**config.mk**
```make
export PLATFORM = sky130hd
export DESIGN_NAME = access_code_entry
export DESIGN_NICKNAME = d
export VERILOG_FILES = /design/src/rtl/access_pkg.sv /design/src/rtl/entry_timer.sv /design/src/rtl/access_code_entry.sv
export SDC_FILE = /design/constraint.sdc
export NUM_CORES = 1
export LEC_CHECK = 0
export BUFFER_PORTS_ARGS = -buffer_cell sky130_fd_sc_hd__buf_2
export CAP_MARGIN = 40
export CORE_UTILIZATION = 24
export DETAILED_ROUTE_END_ITERATION = 12
export HOLD_SLACK_MARGIN = 0.08
export SKIP_CTS_REPAIR_TIMING = 1
export SYNTH_ARGS = -nofsm -noshare
export SYNTH_HDL_FRONTEND = slang
export SYNTH_SLANG_ARGS = --single-unit
```
**constraint.sdc**
```tcl
create_clock -name clk -period 2.4 [get_ports clk]
set_input_delay 0.24 -clock clk [delete_from_list [all_inputs] [get_ports clk]]
set_output_delay 0.24 -clock clk [all_outputs]
set_load 0.05 [all_outputs]
```
**src/rtl/access_pkg.sv**
```systemverilog
// Shared types and constants for the access-code entry front end.
package access_pkg;

    typedef enum logic [1:0] {
        IDLE    = 2'd0,
        COLLECT = 2'd1,
        EMIT    = 2'd2,
        HOLDOFF = 2'd3
    } state_t;

    localparam int CODE_W     = 18;
    localparam int DIGIT_W    = 4;
    localparam int NUM_DIGITS = 4;
    localparam int OP_W       = 2;

    // Only the first three digits need holding; the fourth goes straight into the word.
    localparam int ACC_W = DIGIT_W * (NUM_DIGITS - 1);

    localparam logic [OP_W-1:0] OP_LOGIN  = 2'b00;
    localparam logic [OP_W-1:0] OP_CHANGE = 2'b01;
    localparam logic [OP_W-1:0] OP_LOGOUT = 2'b10;
    localparam logic [OP_W-1:0] OP_RSVD   = 2'b11;

    // Packs op code, the three held digits and the final digit into one code word.
    function automatic logic [CODE_W-1:0] build_word(
        input logic [OP_W-1:0]    op,
        input logic [ACC_W-1:0]   held,
        input logic [DIGIT_W-1:0] last
    );
        return {op, held, last};
    endfunction

endpackage

```
**src/rtl/entry_timer.sv**
```systemverilog
// Loadable down-counter; done is asserted while enabled and the count has run out.
module entry_timer #(
    parameter int W = 32
) (
    input  logic         clk,
    input  logic         rst,
    input  logic         load,
    input  logic [W-1:0] load_value,
    input  logic         en,
    output logic         done
);

    logic [W-1:0] count;

    // Reload on request, otherwise count down while enabled and stop at zero.
    always_ff @(posedge clk or negedge rst) begin
        if (!rst) begin
            count <= '0;
        end else if (load) begin
            count <= load_value;
        end else if (en && (count != '0)) begin
            count <= count - W'(1);
        end
    end

    assign done = en && (count == '0);

endmodule

```
**src/rtl/access_code_entry.sv**
```systemverilog
// Collects four digits plus an op code and emits one registered code word with a load strobe.
module access_code_entry
    import access_pkg::*;
#(
    parameter int unsigned TIMEOUT_CYCLES = 50_000_000,
    parameter int unsigned HOLDOFF_CYCLES = 8
) (
    input  logic              clk,
    input  logic              rst,
    input  logic [DIGIT_W-1:0] digit_in,
    input  logic              digit_load,
    input  logic [OP_W-1:0]   op_sel,
    input  logic              clear,
    output logic [CODE_W-1:0] _Data_Out,
    output logic              _Data_Out_Load,
    output logic [2:0]        digit_count,
    output logic              entry_active,
    output logic              timeout_flag
);

    // Timers count down to zero, so both are preloaded with one less than the cycle budget.
    localparam logic [31:0] TIMEOUT_LOAD = 32'(TIMEOUT_CYCLES - 1);
    localparam logic [7:0]  HOLDOFF_LOAD = 8'(HOLDOFF_CYCLES - 1);

    state_t           state;
    logic [ACC_W-1:0] acc;

    logic digit_accept;
    logic idle_load;
    logic idle_en;
    logic idle_done;
    logic hold_load;
    logic hold_en;
    logic hold_done;

    assign digit_accept = digit_load && !clear && ((state == IDLE) || (state == COLLECT));
    assign idle_load    = digit_accept;
    assign idle_en      = (state == COLLECT);
    assign hold_load    = (state == EMIT);
    assign hold_en      = (state == HOLDOFF);

    entry_timer #(.W(32)) u_idle_timer (
        .clk        (clk),
        .rst        (rst),
        .load       (idle_load),
        .load_value (TIMEOUT_LOAD),
        .en         (idle_en),
        .done       (idle_done)
    );

    entry_timer #(.W(8)) u_hold_timer (
        .clk        (clk),
        .rst        (rst),
        .load       (hold_load),
        .load_value (HOLDOFF_LOAD),
        .en         (hold_en),
        .done       (hold_done)
    );

    // Entry FSM: clear beats a digit, a digit beats timeout, and the word register only changes on a full entry.
    always_ff @(posedge clk or negedge rst) begin
        if (!rst) begin
            state          <= IDLE;
            acc            <= '0;
            _Data_Out      <= '0;
            _Data_Out_Load <= 1'b0;
            digit_count    <= 3'd0;
            entry_active   <= 1'b0;
            timeout_flag   <= 1'b0;
        end else begin
            _Data_Out_Load <= 1'b0;
            timeout_flag   <= 1'b0;
            case (state)
                IDLE: begin
                    if (clear) begin
                        acc         <= '0;
                        digit_count <= 3'd0;
                    end else if (digit_load) begin
                        acc          <= ACC_W'(digit_in);
                        digit_count  <= 3'd1;
                        entry_active <= 1'b1;
                        state        <= COLLECT;
                    end
                end
                COLLECT: begin
                    if (clear) begin
                        acc          <= '0;
                        digit_count  <= 3'd0;
                        entry_active <= 1'b0;
                        state        <= IDLE;
                    end else if (digit_load) begin
                        if (digit_count == 3'(NUM_DIGITS - 1)) begin
                            _Data_Out      <= build_word(op_sel, acc, digit_in);
                            _Data_Out_Load <= 1'b1;
                            acc            <= '0;
                            digit_count    <= 3'(NUM_DIGITS);
                            entry_active   <= 1'b0;
                            state          <= EMIT;
                        end else begin
                            acc         <= {acc[ACC_W-DIGIT_W-1:0], digit_in};
                            digit_count <= digit_count + 3'd1;
                        end
                    end else if (idle_done) begin
                        acc          <= '0;
                        digit_count  <= 3'd0;
                        entry_active <= 1'b0;
                        timeout_flag <= 1'b1;
                        state        <= IDLE;
                    end
                end
                EMIT: begin
                    digit_count <= 3'd0;
                    state       <= HOLDOFF;
                end
                HOLDOFF: begin
                    if (hold_done) begin
                        state <= IDLE;
                    end
                end
                default: begin
                    state <= IDLE;
                end
            endcase
        end
    end

endmodule

```
-- Word level (Yosys, flattened, before mapping)
Cells that the tools add are included.
- register bits after elaboration: 78
- input bits: 10
- output and inout port bits: 24
- word-level logic and storage cells: 86
- $add $sub $neg: 3
- eq/ne operators: 10
- muxes and demuxes: 41
- bitwise logic cells: 1
- reduce and logical (&&, ||, !) cells: 22
- operator list (operator ; number):
    $mux 12 ; 6
    $mux 32 ; 2
    $logic_not 32->1 ; 1
    $reduce_bool 32->1 ; 1
    $sub 32x1->32 const B ; 1
    $pmux 12 s2 ; 1
    $mux 3 ; 6
    $mux 8 ; 2
    $mux 1 ; 14
    $mux 2 ; 7
    $reduce_and 5->1 ; 2
    $pmux 3 s3 ; 1
    $logic_not 8->1 ; 1
    $ne 4x4->1 const B ; 2
    $pmux 2 s4 ; 1
    $reduce_bool 8->1 ; 1
    $sub 8x1->8 const B ; 1
    $logic_and 1x1->1 ; 6
    $ne 2x2->1 const B ; 3
    $reduce_and 3->1 ; 2
    $reduce_bool 2->1 ; 3
    $eq 2x2->1 const B ; 2
    $reduce_and 4->1 ; 1
    $add 3x1->3 const B ; 1
    other kinds (9) ; 9

-- Logic depth before layout (Yosys ltp)
Gate-level depths: netlist of the first run.
- depth in word-level cells: 6
- depth in mapped cells: 9
- mapped depth without buffers: 7

-- Hierarchy
From an unflattened synthesis of the first run, not the netlist that was laid out.
- cell total of the unflattened synthesis: 419
- area total of the unflattened synthesis: 4421.7 sq um
- modules (own cells, without submodules) (module ; times used ; cells an instance ; area an instance (sq um) ; sequential area each (sq um)):
    entry_timer (u_idle_timer) ; 1 ; 238 ; 2173.3 ; 800.8
    access_code_entry ; 1 ; 125 ; 1697.9 ; 950.9
    entry_timer (u_hold_timer) ; 1 ; 56 ; 550.5 ; 200.2

-- Worst setup path after synthesis of the first run
No wires, ideal clock.
- path kind: flip-flop to flip-flop
- start point: reg with a tool-made name
- end point: reg u_idle_timer.count[29]
- setup time: 0.079 ns
- arrival: 2.471 ns
- data required time: 2.321 ns
- path slack: -0.149 ns
- cell stages (with the launch flop): 9
- path buffers: 1
- period minus slack after synthesis: 2.549 ns
- cells stage by stage: dfrtp_1 > inv_1 > ha_1 > clkbuf_1 > inv_1 > or2_2 > or4b_4 > or4b_1 > a21oi_1
- RTL lines (item ; RTL line ; source):
    to (signal assigned) ; entry_timer.sv:20 ; count <= load_value;
    to (signal assigned) ; entry_timer.sv:22 ; count <= count - W'(1);
    to (decl) ; entry_timer.sv:13 ; logic [W-1:0] count;

-- Worst setup path in the final report of the first run
- start point: reg u_idle_timer.count[17]
- end point: reg u_idle_timer.count[29]
- longest elaborated chain between the ends: 3
- elaborated cells on any way between the ends: 6
- classes of those cells: 1 x add/sub; 2 x mux; 3 x reduce/logical
- ends and longest elaborated chain (item ; RTL line ; source):
    $sub 32x1->32 or $reduce_bool 32->1 (tied branches) ; entry_timer.sv:22, entry_timer.sv:21 ;
    $mux 32 or $logic_and 1x1->1 (tied branches) ; entry_timer.sv:21 ; end else if (en && (count != '0)) begin
    $mux 32 or $reduce_bool 2->1 (tied branches) ; - ;
Parallel ways exist; a longest one is shown, timed or not. The select of a mux whose other input is x is not followed.
A chain may end at the register's enable or synchronous reset.

==> results.md, run 1 <==
* Worst Skew at slightly above 0.006 ns
* Max-cap violations at 0
* Fin. max-slew vios at 0
* Number of flops mapped to enable cells by yosys at 0
* Vias in the first global route at 3090
* Placer Congestion at 0.813
* Largest net degree at the start of global routing at between 70 and 80
* Most frequent cells after synthesis: dfrtp_1 (78), nor2_1 (33), mux2_2 (18), nand2_1 (18), inv_1 (15)
* Seq/Total Area, Yosys at 50.9%
* Initial core utilization at ~25%
* Final period util at 104%
* Rows at 45
* Fill count at 1597
* IO Pins at 34
* CTS tree: done
* Final hold violations at 0
* DRT Wirelength at 8590 um
* Peak supply drop at 0.000735 V
* Place WS at -0.107 ns
* Count leader, synth: dfrtp_1
* Crit path launch type: register
* Global route overflow at 0
* Synth unique cells at 56
* H-tree Lvls at 3
* RSZ-0062 raised after global routing: yes
* Worst EP arrival at approximately 2.8 ns
* Port-buffer cells at 33
* Share of post-route cells with drive strength above 1 at 35.5%
* Die area at 16500 um^2
* Synth Flop Type: dfrtp_1
* ANT nets after route at 0
* Synth area leaders: dfrtp_1 (51%), mux2_2 (5.3%), nor2_1 (3.2%), ha_1 (2.9%), a22o_1 (2.7%)
* CTS clk-pin slew, worst paths at 0.06 ns
* Yosys top cell area share at approximately 50%
* Die Y-Extent at roughly 130 um
* Placed insts at 635
* DRC at 0
* Register area at approximately 2000 um^2
* Synth Net Count at about 370
* Critical Path Sink Type: register
* Mapped Area at about 3800 um^2
* Overall power at roughly 4400 uW
* Worst Tran Pin Value at roughly 0.50 ns
* Yosys warnings at 0
* Antenna Cells at 0
* Total global-route track usage at roughly 11%
* Total vias in the final route at slightly above 3000
* Leakage power at approximately 0.0023 uW
* Routed wire length per instance at 13.1 um
* Clock sink count at just under 80
* WL met3 at between 200 and 250 um
* # setup viols final at 3
* Via density at 4.64
* Min-Delay Path Class: in2reg
* Post-route non-filler standard cell count at 656
* Drt first pass iters at 4
* Worst rel slew slack at about two thirds
* Area grow syn2layout at 31.2%
* Met2 wire length at about 4200 um
* Hold WS at ~0.13 ns
* Die Wd at between 100 and 150 um
* Maximum buffer depth of the clock tree at 2
* Clk root buf: clkbuf_16
* Fmax at approximately 400 MHz
* Post-DP HPWL at 6090 um
* Cells after Synth at ~350
* PD cells at between 800 and 900 nW/um^2
* Setup tns final at -0.141 ns
* Setup ws final at -0.0903 ns
* Initial antenna violation count at 0
* Cell taking the most area after synthesis: dfrtp_1
* Critical-path maximum fanout at 4
* Req. time, crit path at 2.67 ns
* FFs w/ async S/R, synth at between 90% and 100%
* Core area at 15400 um^2
* Area of the multi-input gates at around 1900 um^2
* Initial DRC Count at around 170
* Nets@finish at roughly 460
* DRT met1 WL at roughly 4000 um
* Failing checks: negative setup slack
* Worst skew pair latency at approximately 0.34 ns
* Top Layer Used: met4
* Worst setup path category: reg2reg
* Seq cells post-synth at roughly 80
* Mapped Avg Cell Area at 10.8 um^2
* Fin crit period at about 2.5 ns
* Run status: complete, but fails checks
* CTS Buf Count at 9
* First-pass GRT wire length at around 15000 um
-- sequential cells by signal (all words and copies together) (netlist names), named ones only --
name	flops
acc	12
timeout_flag	1
entry_active	1
digit_count	3
_Data_Out	18
u_hold_timer.count	8
u_idle_timer.count	32
state	1
_Data_Out_Load	1
-- cell type report --
type | count | area share, %
well taps | 211 | 5.24
clock buffers | 9 | 4.47
multi-input cells | 245 | 36.8
flip-flops and latches | 78 | 38.8
repair buffers | 91 | 12.4
inverters | 15 | 1.12
clock inverters | 7 | 1.22
-- path summary, 6_finish.rpt --
kind                                                          from                            endpoint  slack [ns]  cells past startpoint
max in group asynchronous                                      rst   u_idle_timer.count[3]$_DFFE_PN0P_        1.62                      3
worst max register to register  u_idle_timer.count[17]$_DFFE_PN0P_  u_idle_timer.count[29]$_DFFE_PN0P_       -0.09                      5
worst max-delay path            u_idle_timer.count[17]$_DFFE_PN0P_  u_idle_timer.count[29]$_DFFE_PN0P_       -0.09                      5
min in group asynchronous                                      rst   u_hold_timer.count[4]$_DFFE_PN0P_        0.45                      3
worst min register to register                 acc[10]$_DFFE_PN0P_                 acc[10]$_DFFE_PN0P_        0.50                      1
worst min-delay path                                     op_sel[0]           _Data_Out[16]$_DFFE_PN0P_        0.13                      2
-- cells in the final DEF, fill, tap and decap left out, types with 3 or more instances in the layout --
master / count
buf_4: 56
inv_1: 15
or2_2: 3
a31oi_1: 6
a21oi_1: 11
o31ai_1: 4
nor2_1: 33
nand4_1: 6
nor4_1: 4
a22o_1: 12
nor3_1: 6
or3_4: 4
xnor2_1: 12
and4_1: 4
or4_1: 4
o21ai_0: 9
o211ai_1: 4
buf_2: 32
mux2_2: 18
or4_4: 8
nand3_1: 11
nand2_1: 18
nor4b_1: 3
dfrtp_1: 78
or3_1: 8
xor2_1: 5
ha_1: 8
clkbuf_16: 9
inv_6: 4
-- per-layer routing --
layer | up-vias | global-route usage, %
li1 | 1477 | -
met1 | 1518 | 14.4
met2 | 40 | 18.6
met3 | 9 | 2.99
met4 | 0 | 3.32
met5 | - | 0
-- worst max-delay path, cell delays in order, from the launching register on --
cell	delay, ns
dfrtp_1	0.38
or4_4	0.53
or3_4	0.35
or4b_4	0.54
or4b_1	0.49
a21oi_1	0.13
-- metrics by stage --
step | instance area (um^2) | utilization, %
3_3_place_gp | 4620 | 29.9
2_1_floorplan | 3880 | -
5_1_grt | 5030 | 32.6
3_5_place_dp | 4620 | 29.9
6_report | 5030 | 32.6
4_1_cts | 4910 | 31.8
-- power breakdown --
group,switching (uW),internal (uW),total (uW)
combinational,881,585,1470
clock,597,722,1320
sequential,148,1520,1670
total,1630,2820,4450
-- kinds of logic after synthesis --
logic type / share of synthesized area (%)
xor gates and xnor gates: 3.88
DFF: 50.9
adders and majority gates: 2.93
buffers and inverters: 3.62
muxes: 5.54
and+or+nand+nor: 19.6
AOI/OAI and AO/OA: 13.6
(Power assumes the default switching activity.)
==> run 2: changes to the inputs <==
- PLACE_DENSITY: not set -> 0.39
==> results.md, run 2 (synthesized netlist as in run 1, its figures left out) <==
* Run status: complete, but fails checks
* Failing checks: negative setup slack
* Critical-path maximum fanout at 4 (unchanged)
* PD cells at 888 nW/um^2 (+0.51%)
* Req. time, crit path at 2.67 ns (about the same)
* Worst EP arrival at 2.74 ns (-0.02 ns)
* Drt first pass iters at 4 (unchanged)
* Routed wire length per instance at 14.2 um (+8.2%)
* Peak supply drop at 0.000415 V (-43%)
* IO Pins at 34 (unchanged)
* # setup viols final at 3 (unchanged)
* DRC at 0 (unchanged)
* Biggest register: u_idle_timer.count
* Worst setup path category: reg2reg
* Antenna Cells at 0 (unchanged)
* Maximum buffer depth of the clock tree at 2 (unchanged)
* Clock sink count at 78 (unchanged)
* Clk root buf: clkbuf_16
* Initial antenna violation count at 0 (unchanged)
* Die Y-Extent at 128 um (unchanged)
* CTS clk-pin slew, worst paths at 0.06 ns (about the same)
* CTS Buf Count at 9 (unchanged)
* Leakage power at 0.00229 uW (+1.6%)
* Initial DRC Count at 134 (-23%)
* Largest registers: u_idle_timer.count (32), _Data_Out (18), acc (12)
* Global route overflow at 0 (unchanged)
* Reg2reg setup slack at -0.07 ns (+0.02 ns)
* Worst rel slew slack at 64.7% (-0.95 points)
* Core area at 15400 um^2 (unchanged)
* RSZ-0062 raised after global routing: yes
* Total global-route track usage at 12.5% (+1.3 points)
* Worst Tran Pin Value at 0.516 ns (+0.0139 ns)
* H-tree Lvls at 3 (unchanged)
* Vias in the first global route at 3109 (+0.61%)
* Worst Skew at 0.00956 ns (+0.00344 ns)
* First-pass GRT wire length at 15900 um (+7.7%)
* Max-cap violations at 0 (unchanged)
* Critical Path Sink Type: register
* Register area at 1950 um^2 (unchanged)
* Nets@finish at 463 (+0.87%)
* Fill count at 1605 (+0.50%)
* Crit path launch type: register
* Final period util at 103% (-0.92 points)
* CTS tree: done
* Fmax at 405 MHz (+0.90%)
* Area of the multi-input gates at 1850 um^2 (about the same)
* Post-DP HPWL at 6570 um (+8.0%)
* Place WS at -0.0849 ns (+0.0225 ns)
* Port-buffer cells at 33 (unchanged)
* Rows at 45 (unchanged)
* Fin crit period at 2.47 ns (-0.0221 ns)
* Fin util at 33.0% (+0.37 points)
* Total vias in the final route at 3013 (-1.0%)
* Via density at 4.57 (-1.6%)
* Max FFs per register at 32 (unchanged)
* Worst skew pair latency at 0.35 ns (about the same)
* Initial core utilization at 24.9% (unchanged)
* Largest net degree at the start of global routing at 79 (unchanged)
* Commonest cells after routing, fill and taps aside: dfrtp_1 (78), buf_4 (58), nor2_1 (33)
* Min-Delay Path Class: in2reg
* Die area at 16500 um^2 (unchanged)
* DRT Wirelength at 9350 um (+8.9%)
* Most common cell after layout, fill and taps aside: dfrtp_1
* Fin. max-slew vios at 0 (unchanged)
* ANT nets after route at 0 (unchanged)
* Share of post-route cells with drive strength above 1 at 35.6% (+0.13 points)
* Area grow syn2layout at 32.7%
* Placer Congestion at 0.691 (-15%)
* Setup ws final at -0.0682 ns (+0.0221 ns)
* Final hold violations at 0 (unchanged)
* Die Wd at 128 um (unchanged)
==> run 2: area by class of cell <==
class / count / area share, %
flip-flops and latches: 78 / 38.3
multi-input cells: 245 / 36.4
repair buffers: 95 / 13.1
well taps: 211 / 5.18
clock buffers: 10 / 4.50
clock inverters: 6 / 1.38
inverters: 15 / 1.11
==> run 2: per-layer routing <==
layer / global-route usage [%] / routed length [um] / vias up
met5: 0 / 0 / -
met2: 20.1 / 4500 / 46
met1: 16.0 / 4420 / 1462
met3: 2.25 / 222 / 12
li1: - / - / 1493
met4: 6.85 / 206 / 0
==> run 2: report_power, final <==
| group | internal, uW | total, uW | leakage, uW | switching (uW) |
|---|---|---|---|---|
| clock network | 815 | 1400 | 0.000147 | 583 |
| logic | 573 | 1460 | 0.00117 | 887 |
| registers | 1520 | 1670 | 0.000981 | 148 |
| total | 2910 | 4520 | 0.00229 | 1620 |
==> run 2: path summary, 6_finish.rpt <==
path / start / end / depth (start not counted)
setup / recovery: u_idle_timer.count[17]$_DFFE_PN0P_ / u_idle_timer.count[29]$_DFFE_PN0P_ / 5
hold / removal: digit_in[3] / acc[3]$_DFFE_PN0P_ / 2
setup reg to reg: u_idle_timer.count[17]$_DFFE_PN0P_ / u_idle_timer.count[29]$_DFFE_PN0P_ / 5
hold reg to reg: acc[10]$_DFFE_PN0P_ / acc[10]$_DFFE_PN0P_ / 1
max in group asynchronous: rst / u_idle_timer.count[30]$_DFFE_PN0P_ / 3
min in group asynchronous: rst / u_idle_timer.count[23]$_DFFE_PN0P_ / 3
==> run 2: stage by stage <==
stage | hold slack, ns | total power, uW | instance area, um^2 | std cells | TNS [ns]
floorplan | -0.0556 | 2620 | 3880 | 354 | -0.259
global placement | 0.311 | 3110 | 4700 | 642 | -0.0833
detailed placement | 0.306 | 3120 | 4700 | 642 | -0.153
CTS | -0.0627 | 4550 | 5000 | 658 | -0.286
global route | 0.118 | 4800 | 5090 | 660 | -0.421
finish | 0.126 | 4520 | 5090 | 660 | -0.0791
==> run 2: critical path, cell delays in order, from the launching register on <==
cell and delay, ns:
dfrtp_1 0.38, or4_4 0.53, or3_4 0.34, or4b_4 0.54
or4b_1 0.48, a21oi_1 0.13
==> run 3: changes to the inputs <==
- CORE_UTILIZATION: 24 -> 53
- PLACE_DENSITY: 0.39 -> 0.74
==> results.md, run 3 (synthesized netlist as in run 1, its figures left out) <==
* Clock sink count at 78 (unchanged)
* Initial core utilization at 55.6% (+31 points)
* Hold Crit Start: op_sel[1]
* Largest net degree at the start of global routing at 54 (-32%)
* Leakage power at 0.00221 uW (-3.5%)
* Critical-path maximum fanout at 4 (unchanged)
* Core area at 6910 um^2 (-55%)
* Clk root buf: clkbuf_8
* Antenna Cells at 0 (unchanged)
* Setup ws final at -0.110 ns (-0.0420 ns)
* Worst Tran Pin Value at 0.582 ns (+0.0660 ns)
* R2r startpoint: u_idle_timer.count[17]$_DFFE_PN0P_
* Fin util at 69.2% (+36 points)
* Max FFs per register at 32 (unchanged)
* Drt first pass iters at 4 (unchanged)
* Total vias in the final route at 3049 (+1.2%)
* Crit path launch type: register
* Reg2reg setup slack at -0.11 ns (-0.04 ns)
* CTS tree: done
* Fin crit period at 2.51 ns (+0.0420 ns)
* Rows at 30 (-33%)
* Placer Congestion at 0.819 (+19%)
* Failing checks: negative setup slack
* Run status: complete, but fails checks
* Worst setup path category: reg2reg
* Worst skew pair latency at 0.35 ns (about the same)
* CTS clk-pin slew, worst paths at 0.08 ns (+0.02 ns)
* Nets@finish at 455 (-1.7%)
* Register area at 1950 um^2 (unchanged)
* Min-Delay Path Class: in2reg
* Die area at 7580 um^2 (-54%)
* CTS Buf Count at 9 (unchanged)
* Via density at 5.68 (+24%)
* Post-DP HPWL at 5650 um (-14%)
* Die Wd at 87.1 um (-32%)
* H-tree Lvls at 3 (unchanged)
* Initial DRC Count at 144 (+7.5%)
* Worst Skew at 0.0117 ns (+0.00217 ns)
* Min-Delay Endpoint: _Data_Out[17]$_DFFE_PN0P_
* Vias in the first global route at 2942 (-5.4%)
* Final hold violations at 0 (unchanged)
* Biggest register: u_idle_timer.count
* Port-buffer cells at 33 (unchanged)
* Initial antenna violation count at 0 (unchanged)
* Routed wire length per instance at 15.5 um (+9.7%)
* First-pass GRT wire length at 13700 um (-14%)
* DRT Wirelength at 8350 um (-11%)
* Peak supply drop at 0.000552 V (+33%)
* Critical Path Sink Type: register
* Fin. max-slew vios at 0 (unchanged)
* Hold path depth at 2 (unchanged)
* Global route overflow at 0 (unchanged)
* Maximum buffer depth of the clock tree at 2 (unchanged)
* PD cells at 862 nW/um^2 (-2.9%)
* Worst rel slew slack at 60.7% (-4.0 points)
* Share of post-route cells with drive strength above 1 at 34.2% (-1.4 points)
* # setup viols final at 3 (unchanged)
* Largest registers: u_idle_timer.count (32), _Data_Out (18), acc (12)
* Worst reg2reg path depth at 5 (unchanged)
* Fmax at 398 MHz (-1.7%)
* Req. time, crit path at 2.67 ns (about the same)
* Most common cell after layout, fill and taps aside: dfrtp_1
* Commonest cells after routing, fill and taps aside: dfrtp_1 (78), buf_4 (51), nor2_1 (33), buf_2 (33)
* Overall power at 4120 uW (-8.9%)
* Fill count at 548 (-66%)
* ANT nets after route at 0 (unchanged)
* IO Pins at 34 (unchanged)
* Total global-route track usage at 23.3% (+11 points)
* DRC at 0 (unchanged)
* Worst EP arrival at 2.78 ns (+0.04 ns)
* Max-cap violations at 0 (unchanged)
* Final period util at 105% (+1.8 points)
* Die Y-Extent at 87.1 um (-32%)
* Area grow syn2layout at 24.5%
* Area of the multi-input gates at 1850 um^2 (-0.14%)
* RSZ-0062 raised after global routing: yes
* Worst R2R End: u_idle_timer.count[29]$_DFFE_PN0P_
==> run 3: cell types whose count changed in the layout (fill, tap and decap cells not counted), sizes merged <==
| cell | change |
|---|---|
| clkbuf | -1 |
| buf | -8 |
| inv | +1 |
==> run 3: stage by stage <==
stage | TNS, ns | cell area, um^2 | hold WS [ns] | setup slack, ns | std cells
floorplan | -0.259 | 3880 | -0.0556 | -0.103 | 354
global placement | -0.0585 | 4430 | 0.453 | -0.0585 | 514
detailed placement | -0.130 | 4450 | 0.179 | -0.0831 | 515
CTS | -0.258 | 4660 | -0.202 | -0.116 | 531
global route | -0.496 | 4780 | 0.102 | -0.178 | 537
finish | -0.196 | 4780 | 0.118 | -0.110 | 537
==> run 3: worst max-delay path by stage <==
stage                                       startpoint                                  to  slack (ns)  cells after the start
global placement    u_idle_timer.count[17]$_DFFE_PN0P_  u_idle_timer.count[29]$_DFFE_PN0P_       -0.06                      5
CTS                 u_idle_timer.count[17]$_DFFE_PN0P_  u_idle_timer.count[29]$_DFFE_PN0P_       -0.12                      5
finish              u_idle_timer.count[17]$_DFFE_PN0P_  u_idle_timer.count[29]$_DFFE_PN0P_       -0.11                      5
detailed placement  u_idle_timer.count[17]$_DFFE_PN0P_  u_idle_timer.count[29]$_DFFE_PN0P_       -0.08                      5
global route        u_idle_timer.count[17]$_DFFE_PN0P_  u_idle_timer.count[29]$_DFFE_PN0P_       -0.18                      5
floorplan           u_idle_timer.count[17]$_DFFE_PN0P_  u_idle_timer.count[29]$_DFFE_PN0P_       -0.10                      5
==> run 3: per-layer routing <==
metal	global-route usage (%)	routed length, um	share of wire [%]
met1	31.8	3860	46
met3	5.40	342	4.1
met2	37.6	4030	48
met4	6.11	112	1.3
met5	0	0	0
==> run 3: power by group <==
group          leakage [uW]  total [uW]  switching [uW]  internal (uW)
combinational       0.00113        1430             877            555
sequential         0.000981        1670             157           1510
clock              0.000105        1020             523            493
==> run 3: area by class of cell <==
class                      instances  area share, %
clock buffer                       9           2.59
clock inverter                     7           1.65
inverter                          15           1.18
multi-input combinational        245           38.7
sequential                        78           40.8
tap                               96           2.51
timing repair buffer              87           12.5
==> run 3: critical path, stage by stage (launching register included) <==
cell     delay, ns
dfrtp_1       0.38
or4_4         0.53
or3_4         0.35
or4b_4        0.55
or4b_1        0.48
a21oi_1       0.13
